### src/rtl/cv32e41s_alert_escalate.sv
// cv32e41s_alert_escalate: security alert collector with windowed minor-to-major escalation
module cv32e41s_alert_escalate #(
    parameter int unsigned MINOR_THRESHOLD = 4,
    parameter int unsigned WINDOW_CYCLES   = 1024
) (
    input  logic       clk,
    input  logic       rst_n,
    input  logic       pc_err_i,
    input  logic       rf_ecc_err_i,
    input  logic       csr_err_i,
    input  logic       bus_int_err_i,
    input  logic       lfsr_lockup_i,
    input  logic       sec_exception_i,
    input  logic       esc_en_i,
    output logic       alert_major_o,
    output logic       alert_minor_o,
    output logic       fault_o,
    output logic [4:0] cause_o
);
    localparam int WW = $clog2(WINDOW_CYCLES);

    typedef enum logic {IDLE, COUNT} state_t;

    state_t        state, state_n;
    logic [7:0]    minor_cnt, minor_n, base, next_cnt;
    logic [WW-1:0] win_cnt, win_n;
    logic          major_raw, minor_ev, expire, esc_pulse, major_any;

    assign major_raw = pc_err_i | rf_ecc_err_i | csr_err_i | bus_int_err_i;
    assign minor_ev  = lfsr_lockup_i | sec_exception_i;
    assign major_any = major_raw | esc_pulse;

    always_comb begin
        state_n   = state;
        minor_n   = minor_cnt;
        win_n     = win_cnt;
        esc_pulse = 1'b0;
        expire    = (state == COUNT) && (win_cnt == WW'(WINDOW_CYCLES - 1));
        base      = (state == COUNT && !expire) ? minor_cnt : 8'd0;
        next_cnt  = (base == 8'hff) ? base : base + 8'd1;
        if (!esc_en_i) begin
            state_n = IDLE;
            minor_n = '0;
            win_n   = '0;
        end else if (minor_ev) begin
            if (next_cnt >= 8'(MINOR_THRESHOLD)) begin
                esc_pulse = 1'b1;
                state_n   = IDLE;
                minor_n   = '0;
                win_n     = '0;
            end else begin
                state_n = COUNT;
                minor_n = next_cnt;
                win_n   = (state == IDLE || expire) ? '0 : win_cnt + 1'b1;
            end
        end else if (state == COUNT) begin
            state_n = expire ? IDLE : COUNT;
            minor_n = expire ? '0 : minor_cnt;
            win_n   = expire ? '0 : win_cnt + 1'b1;
        end
    end

    always_ff @(posedge clk or negedge rst_n) begin
        if (!rst_n) begin
            state     <= IDLE;
            minor_cnt <= '0;
            win_cnt   <= '0;
        end else begin
            state     <= state_n;
            minor_cnt <= minor_n;
            win_cnt   <= win_n;
        end
    end

    // cause is captured only on the first major, including every source active then
    always_ff @(posedge clk or negedge rst_n) begin
        if (!rst_n) begin
            alert_major_o <= 1'b0;
            alert_minor_o <= 1'b0;
            fault_o       <= 1'b0;
            cause_o       <= '0;
        end else begin
            alert_major_o <= major_any;
            alert_minor_o <= minor_ev;
            if (!fault_o && major_any) begin
                fault_o <= 1'b1;
                cause_o <= {esc_pulse, bus_int_err_i, csr_err_i, rf_ecc_err_i, pc_err_i};
            end
        end
    end
endmodule

### config.mk
export PLATFORM = sky130hd
export DESIGN_NAME = cv32e41s_alert_escalate
export DESIGN_NICKNAME = d
export VERILOG_FILES = /design/src/rtl/cv32e41s_alert_escalate.sv
export SDC_FILE = /design/constraint.sdc
export NUM_CORES = 1
export LEC_CHECK = 0
export ABC_AREA = 1
export ABC_CLOCK_PERIOD_IN_PS = 2200
export CAP_MARGIN = 0
export CORE_MARGIN = 4
export CORE_UTILIZATION = 35
export CTS_CLUSTER_DIAMETER = 50
export DETAILED_ROUTE_END_ITERATION = 10
export SETUP_SLACK_MARGIN = 0.2
export SYNTH_ARGS = -nofsm -noshare
export SYNTH_HDL_FRONTEND = slang
export SYNTH_SLANG_ARGS = --single-unit
### constraint.sdc
create_clock -name clk -period 2.2 [get_ports clk]
set_clock_uncertainty 0.05 [all_clocks]
set_input_delay 0.44 -clock clk [delete_from_list [all_inputs] [get_ports clk]]
set_output_delay 0.44 -clock clk [all_outputs]
set_load 0.03 [all_outputs]
## Word-level counts from Yosys, hierarchy flattened

Cells that the tools add are included.

| storage, ports and cells | value |
|---|---|
| flip-flop bits (word level) | 27 |
| input port bits | 9 |
| output and inout bits | 8 |
| word-level logic and storage cells | 48 |

| operators by class | value |
|---|---|
| add/sub/neg operators | 2 |
| magnitude comparators | 1 |
| equal/unequal tests | 4 |
| multiplexer cells | 21 |
| bitwise logic cells | 6 |
| reduce and logical (&&, ||, !) cells | 7 |

Operator list:

| kind | count |
|---|---|
| 10-bit two-way mux | 6 |
| 8-bit two-way mux | 7 |
| 10-bit by 1-bit adder with 10-bit output (second input constant) | 1 |
| 10-bit == test (second input constant) | 1 |
| 8-bit by 1-bit adder with 8-bit output (second input constant) | 1 |
| 8-bit == test (second input constant) | 1 |
| 8-bit by 3-bit greater-or-equal comparator with 1-bit output (second input constant) | 1 |
| 1-bit two-way mux | 8 |
| 3-bit by 1-bit inequality test with 1-bit output (second input constant) | 2 |
| 1-bit OR | 5 |
| 1-bit logical AND | 3 |
| 1-bit logical NOT | 2 |
| 2-bit AND reduction | 1 |
| 1-bit logical OR | 1 |
| 1-bit NOT | 1 |

## Longest topological paths before layout

Gate-level depths: netlist of run 1.

| logic depth | value |
|---|---|
| depth after elaboration | 13 |
| mapped depth | 17 |
| mapped depth without buffers | 17 |

## Worst setup path before layout of run 1

No wires, ideal clock.

| path | value |
|---|---|
| path type | register to register |
| start point | register win_cnt[0] |
| end point | register cause_o[0] |
| setup time | 118 ps |
| data arrival time | 1,961 ps |
| data required time | 2,032 ps |
| path slack | 71 ps |
| stages on the path, launching flop included | 18 |
| buffers on the path | 0 |
| clock period less this slack | 2,129 ps |
| path through | dfrtp_1 > ha_1 > nand2_1 > nor2_4 > nand3_2 > nand2_2 > nor2_1 > ha_1 > inv_1 > a21oi_1 > nand2_1 > nand3_2 > nand2_4 > nand2_4 > nand2_4 > nand2_4 > nand2_1 > nand2_1 |

| between the ends | value |
|---|---|
| longest elaborated chain between the ends | 13 |
| elaborated cells between the ends (all ways) | 14 |
| those cells by class | add/sub: 1; order compare: 1; eq/ne: 2; mux: 5; bitwise: 1; reduce/logical: 4 |

RTL lines:

| what | RTL line | RTL |
|---|---|---|
| from (decl) | 26 | `logic [WW-1:0] win_cnt, win_n;` |
| from (signal assigned) | 71 | `win_cnt <= win_n;` |
| 10-bit == test * | 38 | `expire = (state == COUNT) && (win_cnt == WW'(WINDOW_CYCLES - 1));` |
| 1-bit logical AND * | 38 |  |
| 1-bit logical NOT * | 39 | `base = (state == COUNT && !expire) ? minor_cnt : 8'd0;` |
| 1-bit logical AND * | 39 |  |
| 8-bit two-way mux * | 39 |  |
| 8-bit by 1-bit adder with 8-bit output / 8-bit == test (equally long branches) | 40 | `next_cnt = (base == 8'hff) ? base : base + 8'd1;` |
| 8-bit two-way mux * | 40 |  |
| 8-bit by 3-bit greater-or-equal comparator with 1-bit output * | 46 | `if (next_cnt >= 8'(MINOR_THRESHOLD)) begin` |
| 1-bit two-way mux * | 46 |  |
| 1-bit two-way mux * | 45 | `end else if (minor_ev) begin` |
| 1-bit two-way mux * | 41 | `if (!esc_en_i) begin` |
| 1-bit OR * | 31 | `assign major_any = major_raw \| esc_pulse;` |
| via major_any | 27 | `logic major_raw, minor_ev, expire, esc_pulse, major_any;` |
| 1-bit logical AND * | 85 | `if (!fault_o && major_any) begin` |
| to (signal assigned) | 87 | `cause_o <= {esc_pulse, bus_int_err_i, csr_err_i, rf_ecc_err_i, pc_err_i};` |
| to (decl) | 18 | `output logic [4:0] cause_o` |

The timed path passes the listed nets; every way through them passes the cells marked *.
A chain may end at the register's enable or synchronous reset.

## Final worst setup path of run 1

| path | value |
|---|---|
| start point | register win_cnt[1] |
| end point | register win_cnt[2] |

| between the ends | value |
|---|---|
| longest elaborated chain between the ends | 11 |
| elaborated cells between the ends (all ways) | 17 |
| those cells by class | add/sub: 2; order compare: 1; eq/ne: 2; mux: 8; reduce/logical: 4 |

RTL lines:

| what | RTL line |
|---|---|
| 10-bit == test | 38 |
| 1-bit logical AND | 38 |
| 1-bit logical NOT | 39 |
| 1-bit logical AND | 39 |
| 8-bit two-way mux | 39 |
| 8-bit by 1-bit adder with 8-bit output / 8-bit == test (equally long branches) | 40 |
| 8-bit two-way mux | 40 |
| 8-bit by 3-bit greater-or-equal comparator with 1-bit output | 46 |
| 10-bit two-way mux | 46 |
| 10-bit two-way mux * | 45 |
| 10-bit two-way mux * | 41 |

Every way passes the cells marked *; elsewhere a longest branch is shown, timed or not. The select of a mux whose other input is x is not followed.

==> results by stage, run 1 <==
Cells and area:
- The non-filler instance count after layout is 245.
- The number of nets in the layout is 209.
- After routing the design area is 1870 um2.
- The count of antenna diodes in the layout is 0.
- Of the cells placed in the final design, the portion with a size suffix greater than 1 is 31.5%.
- Cells fill 49.9% of the core in the end.
- The layout overhead on the synthesized area is 35.4%.
- The layout has 363 filler cells.

Synthesis:
- The number of nets produced by synthesis is 171.
- In this run, synthesis inferred 0 flip-flops with an integrated enable.
- Of the post-synthesis cell area, the dominant cell type holds 49.0%.
- Summing the sequential cell areas from Yosys gives 49.0% of the chip area.
- The number of synthesis warnings is 0.
- The post-synthesis register bit count is 27.
- The number of library cell types mapped by synthesis is 26.
- By area the synthesized netlist is led by sky130_fd_sc_hd__dfrtp_1 49%, sky130_fd_sc_hd__nand2_1 10%, sky130_fd_sc_hd__nand3_1 5.4%.
- The synthesized cell area is 1380 um2.
- In the synthesized netlist, the number of instances is 160.
- The most common cell in the synthesized netlist is sky130_fd_sc_hd__nand2_1.
- Dividing the synthesized area by the synthesized cell count gives 8.62 um2.
- The most instantiated flip-flop cell in the synthesis netlist is sky130_fd_sc_hd__dfrtp_1.
- The library cell with the largest summed area after synthesis is sky130_fd_sc_hd__dfrtp_1.
- The async set or reset register ratio after synthesis is 100%.
- After synthesis, the most frequently instantiated cells are 37 x sky130_fd_sc_hd__nand2_1, 27 x sky130_fd_sc_hd__dfrtp_1, 15 x sky130_fd_sc_hd__inv_1, 15 x sky130_fd_sc_hd__nand3_1, 12 x sky130_fd_sc_hd__nor2_1.

GRT:
- The global-route track usage on met2 is 23.6%.
- The number of antenna violations at the first check in global routing is 0.
- The overall global routing resource usage is 12.5%.
- The via count of the first global-routing pass is 1274.
- For met3 alone, demand over resource in global routing was 2.41%.
- For this run the aggregate overflow at the end of global routing stands at 0.
- The first global-routing pass estimated 5.35 mm of wire.
- The global-route met1 utilization is 15.1%.
- The most crowded layer after global routing is met2.
- The largest net degree at the start of global routing is 28.

CTS:
- The clock latency of the later-clocked register in the worst-skew pair is 0.26 ns.
- The H-tree depth is 1.
- The deepest clock path buffer count is 2.
- The number of clock buffers added by TritonCTS is 3.
- The CTS tree is built.
- The clock sink count is 27.
- The clock transition at the registers of the reported paths is 0.09 ns.
- The tree is rooted in a sky130_fd_sc_hd__clkbuf_8.

STA:
- For the pin with the worst max-slew slack, the measured transition is 0.478 ns.
- The share of the clock period used by the worst path after layout is 91.2%.
- The count of final max-slew check failures was 0.
- The setup-violating endpoint count in the final report is 0.
- The number of hold-slack violations in the final timing report was 0.
- The worst relative slew slack is 67.9%.
- The setup total negative slack is 0 ns.
- Setup repair after global routing could not meet its margin everywhere.
- The fmax is 0.499 GHz.
- The smallest clock period supported by the final layout is computed as 2.01 ns.

Routing:
- The detailed-route wire length per cell is 12.0 um.
- The first-pass detailed-route iteration total is 4.
- The via density per instance is 4.76.
- The wire length reported by the detailed router is 2.93 mm.
- The starting DRC count in detailed routing is 32.
- The number of nets with antenna violations after detailed routing is 0.
- The detailed router placed 1166 vias in this run.
- The detailed-route DRC error count is 0.

Min path:
- The source of the worst hold timing path is cause_o[1].
- The path category of the worst min-delay check is flip-flop to flip-flop.
- The terminating pin of the worst hold path is cause_o[1].
- The worst hold path was traced through 2 stages.

Setup path:
- The endpoint kind of the worst setup timing path is a flip-flop.
- The worst setup path is of the flip-flop to flip-flop kind.
- The critical path data required time is 2.34 ns.
- The startpoint of the worst register-to-register path is win_cnt[1].
- The destination of the worst register-to-register timing path is win_cnt[2].
- The number of cells on the worst reg-to-reg path is 15.
- Of all nets on the critical path, the largest fanout is 6.
- The setup check on the worst reg-to-reg path leaves a slack of 0.19 ns.
- The sort of element at the start of the critical path is a flip-flop.
- The worst endpoint data arrival time is 2.15 ns.

Place:
- The wire-length estimate of the detail-placed layout is 2.05 mm.
- The number of buffer cells added on primary ports is 16.
- The total instance count after detailed placement is 227.
- The placer's final routability congestion estimate is 0.871.
- The cell area after placement is 1640 um2.

Flow run:
- The max-cap check violation count is 0.

Die:
- For this configuration, the core starts out at a cell density of 36.8%.
- The die covers 5010 um2.
- The overall die height is 70.8 um.
- The core box area is 3740 um2.
- In this run the horizontal extent of the chip is 70.8 um.
- The number of top-level pins is 17.
- The floorplan has 22 rows.

Outcome:
- The run finished with clean final reports.

Power and ir drop:
- The total power divided by cell area is 474 nW/um2.
- The maximum vdd drop is 0.331 mV.
- The reported leakage power is 0.838 nW.
- Power comes to 0.000884 W.
repair_timing:
action,4_1_cts,5_1_grt
hold buffers,0,0
gates resized for setup,10,10
setup buffers,11,3
endpoints found under the setup margin,19,20
pin swaps,12,12
flip-flops by register name, indices dropped and copies added (netlist names):
name and cells:
fault_o 1, alert_minor_o 1, state 1, win_cnt 10
minor_cnt 8, cause_o 5, alert_major_o 1
worst max-delay path: stages, from the launching register on:
cell and delay [ns]:
sky130_fd_sc_hd__dfrtp_1 0.40, sky130_fd_sc_hd__ha_2 0.20, sky130_fd_sc_hd__nand2_2 0.07, sky130_fd_sc_hd__nor2_4 0.04, sky130_fd_sc_hd__nand3_2 0.08, sky130_fd_sc_hd__nand2_4 0.08, sky130_fd_sc_hd__nor2_4 0.12, sky130_fd_sc_hd__ha_4 0.17
sky130_fd_sc_hd__inv_4 0.03, sky130_fd_sc_hd__a21oi_2 0.12, sky130_fd_sc_hd__nand2_2 0.08, sky130_fd_sc_hd__inv_2 0.06, sky130_fd_sc_hd__o211ai_2 0.09, sky130_fd_sc_hd__nand2_2 0.12, sky130_fd_sc_hd__nand2_4 0.11, sky130_fd_sc_hd__o21ai_2 0.13
cell type report:
| cell class | count | area (um2) | area share [%] |
|---|---|---|---|
| sequential | 27 | 676 | 36.2 |
| inverter | 19 | 73.8 | 3.95 |
| tap | 48 | 60.1 | 3.22 |
| clock buffer | 4 | 45.0 | 2.41 |
| timing repair buffer | 35 | 303 | 16.2 |
| multi-input combinational | 112 | 709 | 38.0 |
cell families after synthesis:
group,Yosys count,synth area share (%)
buf+inv,21,5.90
simple gates,86,31.7
compound gates,17,7.17
flops,27,49.0
fa+ha+maj,2,1.81
xor+xnor,7,4.45
routing by layer:
metal  share of wire (%)  up-vias
met1                  45      568
met4                   0        0
met5                   0        -
met2                  52       13
met3                 3.5        0
li1                    -      585
cells in the final DEF (no fill, tap or decap), drive strengths merged, types with 4 or more instances in the layout:
cell type,instances
nand2,46
clkbuf,4
buf,19
nand3,18
o21ai,9
inv,19
clkdlybuf4s50,16
dfrtp,27
xor2,5
a21oi,4
nor2,15
how the worst max path moves through the flow:
stage,startpoint,endpoint,cells past startpoint
finish,win_cnt[1],win_cnt[2],15
global route,win_cnt[1],cause_o[3],17
CTS,win_cnt[1],cause_o[1],17
detailed placement,win_cnt[0],cause_o[2],17
global placement,win_cnt[0],cause_o[3],17
floorplan,win_cnt[0],cause_o[0],17
metrics by stage:
step | worst slack, ns | hold slack, ns
6_report | 0.195 | 0.434
5_1_grt | 0.0541 | 0.453
3_3_place_gp | 0.116 | 0.410
3_5_place_dp | 0.0351 | 0.420
2_1_floorplan | 0.129 | 0.0944
4_1_cts | 0.185 | 0.437
report_power, final:
part           switching, W  internal (W)  total [W]
Combinational     0.0000586     0.0000440   0.000103
Sequential       0.00000676      0.000504   0.000511
Clock              0.000142      0.000129   0.000271
Total              0.000207      0.000677   0.000884
No activity file was read; power rests on OpenSTA's default activity.
==> run 2: changes to the inputs <==
- ABC_CLOCK_PERIOD_IN_PS: 2200 -> 2290
- SKIP_LAST_GASP: unset -> 1
- clock period: 2.2 -> 2.29 ns (I/O delays scaled with it)
==> results by stage, run 2 (synthesized netlist as in run 1, its figures left out) <==
Outcome:
- The run finished with clean final reports.

STA:
- The slew at the pin with the worst max-slew slack is 0.792 ns (+0.314 ns).
- The count of final max-slew check failures is 0 (unchanged).
- The setup total negative slack is 0 ns (unchanged).
- The hold slack is 0.430 ns (-0.00450 ns).
- The number of hold-slack violations in the final timing report is 0 (unchanged).
- The worst relative slew slack is 46.7% (-21 points).
- The fmax is 0.477 GHz (-4.4%).
- Setup repair after global routing could not meet its margin everywhere.
- The setup-violating endpoint count in the final report is 0 (unchanged).
- The share of the clock period used by the worst path after layout is 91.6% (+0.47 points).
- The post-layout minimum cycle time was 2.10 ns (+0.0928 ns).

Cells and area:
- Compared with the post-synthesis result, the final layout area differs by 35.1%.
- The fraction of final layout cells with drive strength greater than 1 is 29.9% (-1.6 points).
- The largest registers in the layout are win_cnt (10), minor_cnt (8), cause_o (5).
- The count of antenna diodes in the layout is 0 (unchanged).
- The most frequent standard cell in the layout excluding fill and tap cells is sky130_fd_sc_hd__nand2_1.
- The number of nets in the layout came to 206 (-1.4%).
- Leaving out fill and tap cells, the most frequent cells in the layout are 31 x sky130_fd_sc_hd__nand2_1, 27 x sky130_fd_sc_hd__dfrtp_1, 16 x sky130_fd_sc_hd__clkdlybuf4s50_1, 16 x sky130_fd_sc_hd__buf_4, 15 x sky130_fd_sc_hd__nand3_1.
- The number of flip-flops in the largest register was 10 (unchanged).
- win_cnt holds more flip-flops than any other register.
- The final design utilization came to 49.8% (-0.10 points).
- The fill cell total of the finished layout is 366 (+0.83%).
- The area of all placed cells without fillers came to 1860 um2 (-0.20%).

Min path:
- The worst hold path belongs to the class flip-flop to flip-flop.
- The path with the worst hold slack has its endpoint at cause_o[1].
- The worst hold path stage count is 2 (unchanged).
- The source of the worst hold timing path is cause_o[1].

Power and ir drop:
- The share of total power in sequential cells is 56.7% (-1.0 points).
- The maximum vdd drop is 0.279 mV (-16%).
- The part of the power in the clock network was 31.8% (+1.1 points).
- The net switching power is 0.000215 W (+3.6%).
- The total power divided by cell area came to 464 nW/um2 (-2.0%).
- The share of total power consumed by net switching is 24.8% (+1.4 points).
- The internal power was 0.000650 W (-3.9%).
- The combinational share of power is 11.5% (about the same).
- The reported leakage power came to 0.820 nW (-2.1%).

Die:
- The effective utilization at floorplan came to 36.8% (unchanged).
- The floorplan die width is 70.8 um (unchanged).
- The core box area is 3740 um2 (unchanged).
- The cell row count is 22 (unchanged).
- The total die area is 5010 um2 (unchanged).
- The number of top-level pins is 17 (unchanged).
- The overall die height is 70.8 um (unchanged).

Place:
- The number of buffer cells added on primary ports is 16 (unchanged).
- The placer's final routability congestion estimate is 0.859 (-1.3%).
- The cell area after placement is 1620 um2 (-1.4%).
- The half-perimeter wire length after placement was 2.06 mm (+0.44%).

CTS:
- The number of buffers inserted during clock tree synthesis is 3 (unchanged).
- The clock sink count is 27 (unchanged).
- The CTS tree is built.
- The clock latency of the later-clocked register in the worst-skew pair is 0.27 ns (about the same).
- The clock tree root buffer cell is sky130_fd_sc_hd__clkbuf_8.
- The H-tree depth came to 1 (unchanged).
- The deepest clock path buffer count is 2 (unchanged).
- The clock transition at the registers of the reported paths is 0.10 ns (about the same).

Routing:
- The number of nets with antenna violations after detailed routing was 0 (unchanged).
- The first-pass detailed-route iteration total is 4 (unchanged).
- The starting DRC count in detailed routing was 24 (-25%).
- The via density per instance is 4.79 (+0.63%).
- The detailed-route DRC error count was 0 (unchanged).
- The wire length reported by the detailed router is 3.01 mm (+2.7%).
- The detailed-route via count was 1159 (-0.60%).
- The detailed-route wire length per cell is 12.4 um (+4.0%).

Setup path:
- The type of the setup path with the least slack is flip-flop to flip-flop.
- The worst register-to-register path ends at cause_o[4].
- The worst endpoint data arrival time came to 2.26 ns (+0.11 ns).
- The worst register-to-register path begins at win_cnt[0].
- STA classifies the critical path endpoint as a flip-flop.
- The critical path data required time is 2.46 ns (+0.12 ns).
- STA classifies the critical path startpoint as a flip-flop.
- The cell count of the worst reg-to-reg path came to 17 (+2).
- The maximum fanout along the worst path was 6 (unchanged).
- The register-to-register path setup slack came to 0.19 ns (about the same).

GRT:
- The global-route track usage on met2 came to 20.7% (-2.9 points).
- The overall global routing resource usage is 11.8% (-0.70 points).
- The largest net degree at the start of global routing is 28 (unchanged).
- The overall overflow remaining after global route is 0 (unchanged).
- The global-route met1 utilization is 15.8% (+0.66 points).
- The wire length of the first global-routing pass is 5.03 mm (-6.1%).
- The met3 track demand over resource is 2.13% (-0.28 points).
- The number of antenna violations at the first check in global routing was 0 (unchanged).
- The most crowded layer after global routing is met2.
- The via count of the first global-routing pass came to 1168 (-8.3%).

Flow run:
- The max-cap check violation count is 0 (unchanged).
## run 2: layout make-up
type,count,area [um2],area share [%]
multi-input combinational,112,727,39.0
sequential,27,676,36.3
timing repair buffer,32,280,15.0
inverter,19,71.3,3.83
tap,48,60.1,3.22
clock buffer,3,41.3,2.22
clock inverter,1,7.51,0.403
## run 2: how the worst max path moves through the flow
stage	depth (start not counted)	endpoint	slack (ns)	startpoint
2_1_floorplan	17	cause_o[0]	0.21	win_cnt[0]
3_3_place_gp	15	win_cnt[6]	0.11	win_cnt[0]
3_5_place_dp	15	win_cnt[3]	0.08	win_cnt[0]
4_1_cts	15	win_cnt[3]	0.20	win_cnt[1]
5_1_grt	15	win_cnt[0]	0.04	win_cnt[0]
6_report	17	cause_o[4]	0.19	win_cnt[0]
## run 2: per-layer routing
layer	routed length, um	vias up
met5	0	-
met4	47	0
li1	-	580
met3	109	6
met1	1340	548
met2	1510	25
## run 2: repair_timing
item / 4_1_cts / 5_1_grt
hold buffers: 0 / 0
pin swaps: 3 / 12
setup buffers: 6 / 7
endpoints found under the setup margin: 17 / 20
gates resized for setup: 4 / 18
## run 2: critical path: stages (launching register included)
cell and delay, ns:
sky130_fd_sc_hd__dfrtp_1 0.40, sky130_fd_sc_hd__ha_2 0.20, sky130_fd_sc_hd__nand2_2 0.08, sky130_fd_sc_hd__nor2_4 0.05, sky130_fd_sc_hd__nand3_4 0.07, sky130_fd_sc_hd__nand2_4 0.08, sky130_fd_sc_hd__nor2_4 0.15, sky130_fd_sc_hd__ha_4 0.16
sky130_fd_sc_hd__inv_2 0.04, sky130_fd_sc_hd__a21oi_2 0.14, sky130_fd_sc_hd__nand2_2 0.08, sky130_fd_sc_hd__nand3_2 0.10, sky130_fd_sc_hd__nand2_4 0.07, sky130_fd_sc_hd__nand2_4 0.08, sky130_fd_sc_hd__nand2_8 0.07, sky130_fd_sc_hd__nand2_8 0.13
sky130_fd_sc_hd__nand2_1 0.06, sky130_fd_sc_hd__nand2_1 0.06
## run 2: through the flow
stage | std cells | power (W) | setup slack (ns)
2_1_floorplan | 160 | 0.000538 | 0.213
3_3_place_gp | 225 | 0.000574 | 0.115
3_5_place_dp | 225 | 0.000575 | 0.0842
4_1_cts | 235 | 0.000852 | 0.195
5_1_grt | 242 | 0.000903 | 0.0380
6_report | 242 | 0.000865 | 0.192
## run 2: power by group through the flow
stage	registers [W]	clock network, W	logic [W]
floorplan	0.000502	0	0.0000358
global placement	0.000500	0	0.0000743
detailed placement	0.000500	0	0.0000757
CTS	0.000490	0.000279	0.0000837
global route	0.000492	0.000300	0.000111
finish	0.000490	0.000275	0.0000998
==> run 3: changes to the inputs <==
- CORE_MARGIN: 4 -> unset
- HOLD_SLACK_MARGIN: unset -> 0.02
==> results by stage, run 3 (synthesized netlist as in run 1, its figures left out) <==
Outcome:
- The run finished with clean final reports.

Power and ir drop:
- The maximum vdd drop is 0.259 mV (-7.0%).
- The net switching power came to 0.000209 W (-2.6%).
- The internal power is 0.000650 W (about the same).
- The reported leakage power is 0.823 nW (+0.39%).
- The total power divided by cell area is 461 nW/um2 (-0.77%).
- The combinational share of power is 11.8% (+0.3 points).
- The share of total power consumed by net switching came to 24.3% (-0.48 points).
- The share of total power in sequential cells came to 57.1% (+0.4 points).
- The part of the power in the clock network was 31.1% (-0.7 points).

Place:
- The cell area after placement is 1610 um2 (-0.46%).
- The half-perimeter wire length after placement is 1.98 mm (-3.8%).
- The placer's final routability congestion estimate is 0.821 (-4.5%).
- The number of buffer cells added on primary ports was 16 (unchanged).

Cells and area:
- Leaving out fill and tap cells, the most frequent cell in the layout is sky130_fd_sc_hd__nand2_1.
- In the final layout, the registers with the most flip-flops are win_cnt (10), minor_cnt (8), cause_o (5).
- The fraction of final layout cells with drive strength greater than 1 was 31.1% (+1.2 points).
- The number of flip-flops in the largest register was 10 (unchanged).
- The area of all placed cells without fillers came to 1860 um2 (about the same).
- The layout overhead on the synthesized area is 35.2% (about the same).
- The count of antenna diodes in the layout is 0 (unchanged).
- In the layout the commonest cells are 28 x sky130_fd_sc_hd__nand2_1, 27 x sky130_fd_sc_hd__dfrtp_1, 16 x sky130_fd_sc_hd__clkdlybuf4s50_1.
- The number of nets in the layout is 205 (-0.49%).
- The register with the highest flop count is win_cnt.

Setup path:
- The critical path data required time was 2.41 ns (-0.05 ns).
- The type of the setup path with the least slack is flip-flop to flip-flop.
- STA classifies the critical path startpoint as a flip-flop.
- The register-to-register path setup slack is 0.19 ns (about the same).
- The worst endpoint data arrival time is 2.22 ns (-0.04 ns).
- The destination of the worst register-to-register timing path is cause_o[2].
- The worst setup path is captured at a flip-flop.
- The startpoint of the worst register-to-register path is win_cnt[0].
- The maximum fanout along the worst path is 6 (unchanged).
- The cell count of the worst reg-to-reg path is 17 (unchanged).

Die:
- The total die area is 4190 um2 (-16%).
- The core box area is 3720 um2 (-0.74%).
- The overall die height was 64.8 um (-8.5%).
- The floorplan die width is 64.8 um (-8.5%).
- The number of top-level pins was 17 (unchanged).
- The cell row count came to 22 (unchanged).
- The effective utilization at floorplan was 37.1% (+0.27 points).

GRT:
- The via count of the first global-routing pass is 1103 (-5.6%).
- The number of antenna violations at the first check in global routing is 0 (unchanged).
- The overall global routing resource usage was 14.0% (+2.2 points).
- The largest net degree at the start of global routing was 28 (unchanged).
- The wire length of the first global-routing pass is 4.60 mm (-8.6%).
- The overall overflow remaining after global route was 0 (unchanged).

Routing:
- The starting DRC count in detailed routing is 40 (+67%).
- The detailed-route via count came to 1155 (-0.35%).
- The via density per instance is 4.79 (about the same).
- The detailed-route wire length per cell came to 12.2 um (-1.7%).
- The wire length reported by the detailed router came to 2.95 mm (-2.1%).
- The detailed-route DRC error count was 0 (unchanged).
- The number of nets with antenna violations after detailed routing is 0 (unchanged).
- The first-pass detailed-route iteration total is 4 (unchanged).

STA:
- Setup repair after global routing could not meet its margin everywhere.
- The share of the clock period used by the worst path after layout is 91.6% (about the same).
- The number of hold-slack violations in the final timing report is 0 (unchanged).
- The count of final max-slew check failures is 0 (unchanged).
- The setup-violating endpoint count in the final report is 0 (unchanged).
- The fmax is 0.477 GHz (about the same).
- The setup total negative slack was 0 ns (unchanged).
- The post-layout minimum cycle time is 2.10 ns (-0.000988 ns).
- The worst relative slew slack came to 45.5% (-1.2 points).
- The slew at the pin with the worst max-slew slack was 0.810 ns (+0.0177 ns).

Flow run:
- The max-cap check violation count is 0 (unchanged).

CTS:
- The quantity of hold-fixing buffers added after cts is 0 (unchanged).
- The CTS tree is built.
- The deepest clock path buffer count is 2 (unchanged).
- The clock latency of the later-clocked register in the worst-skew pair was 0.27 ns (about the same).
- The clock sink count is 27 (unchanged).
- The clock transition at the registers of the reported paths was 0.09 ns (about the same).
- The number of buffers inserted during clock tree synthesis is 3 (unchanged).
- The clock tree root buffer cell is sky130_fd_sc_hd__clkbuf_8.
- The H-tree depth is 1 (unchanged).

Min path:
- The path class of the tightest hold or removal check is flip-flop to flip-flop.
- The worst hold path begins at cause_o[1].
- The worst hold path stage count came to 2 (unchanged).
- The path with the worst hold slack has its endpoint at cause_o[1].
==> run 3: cell count changes in the layout (fill, tap and decap cells not counted), sizes merged <==
| cell | previous run | this run |
|---|---|---|
| clkinvlp | 1 | 0 |
| buf | 16 | 15 |
| clkinv | 0 | 1 |
==> run 3: worst max-delay path, stage by stage (launching register included) <==
cell	delay (ns)
sky130_fd_sc_hd__dfrtp_1	0.38
sky130_fd_sc_hd__ha_2	0.20
sky130_fd_sc_hd__nand2_2	0.07
sky130_fd_sc_hd__nor2_4	0.15
sky130_fd_sc_hd__nand3_4	0.09
sky130_fd_sc_hd__nand2_4	0.10
sky130_fd_sc_hd__nor2_4	0.06
sky130_fd_sc_hd__ha_4	0.17
sky130_fd_sc_hd__inv_4	0.05
sky130_fd_sc_hd__a21oi_2	0.05
sky130_fd_sc_hd__nand2_2	0.07
sky130_fd_sc_hd__nand3_2	0.09
sky130_fd_sc_hd__nand2_4	0.10
sky130_fd_sc_hd__nand2_4	0.06
sky130_fd_sc_hd__nand2_8	0.09
sky130_fd_sc_hd__nand2_8	0.07
sky130_fd_sc_hd__nand2_2	0.08
sky130_fd_sc_hd__nand2_1	0.04
==> run 3: timing repair <==
item | 4_1_cts | 5_1_grt
pin swaps | 5 | 10
endpoints found under the setup margin | 19 | 19
resized for setup | 10 | 16
setup buffers | 7 | 6
==> run 3: cell type report <==
type	count	area (um2)
repair buffers	31	273
flip-flops and latches	27	676
clock inverters	1	5.00
well taps	48	60.1
multi-input cells	112	736
fillers	360	1850
inverters	19	73.8
clock buffers	3	41.3
==> run 3: worst max-delay path by stage <==
stage	from	to	slack, ns	cells after the start
6_report	win_cnt[0]	cause_o[2]	0.19	17
2_1_floorplan	win_cnt[0]	cause_o[0]	0.21	17
4_1_cts	win_cnt[0]	cause_o[1]	0.21	17
3_5_place_dp	win_cnt[0]	cause_o[1]	0.004	17
3_3_place_gp	win_cnt[0]	cause_o[1]	0.09	17
5_1_grt	win_cnt[1]	cause_o[2]	0.07	17
==> run 3: power groups by stage <==
stage	clock network (W)	logic, W	registers, W
floorplan	0	0.0000358	0.000502
global placement	0	0.0000743	0.000500
detailed placement	0	0.0000760	0.000500
CTS	0.000276	0.0000889	0.000490
global route	0.000290	0.000112	0.000492
finish	0.000267	0.000101	0.000491
==> run 3: layer usage <==
| metal | up-vias | GRT usage, % | part of all wire (%) |
|---|---|---|---|
| li1 | 579 | - | - |
| met1 | 549 | 16.0 | 44 |
| met2 | 23 | 25.7 | 52 |
| met3 | 4 | 2.46 | 3.1 |
| met4 | 0 | 5.28 | 0.78 |
| met5 | - | 0 | 0 |
==> run 3: through the flow <==
| step | worst slack (ns) | cells | utilization, % | total power (W) | hold WS (ns) |
|---|---|---|---|---|---|
| floorplan | 0.213 | 160 | - | 0.000538 | 0.112 |
| global placement | 0.0863 | 224 | 43.4 | 0.000574 | 0.411 |
| detailed placement | 0.00355 | 224 | 43.4 | 0.000576 | 0.421 |
| CTS | 0.209 | 235 | 47.2 | 0.000855 | 0.443 |
| global route | 0.0687 | 241 | 50.2 | 0.000894 | 0.482 |
| finish | 0.193 | 241 | 50.2 | 0.000859 | 0.438 |
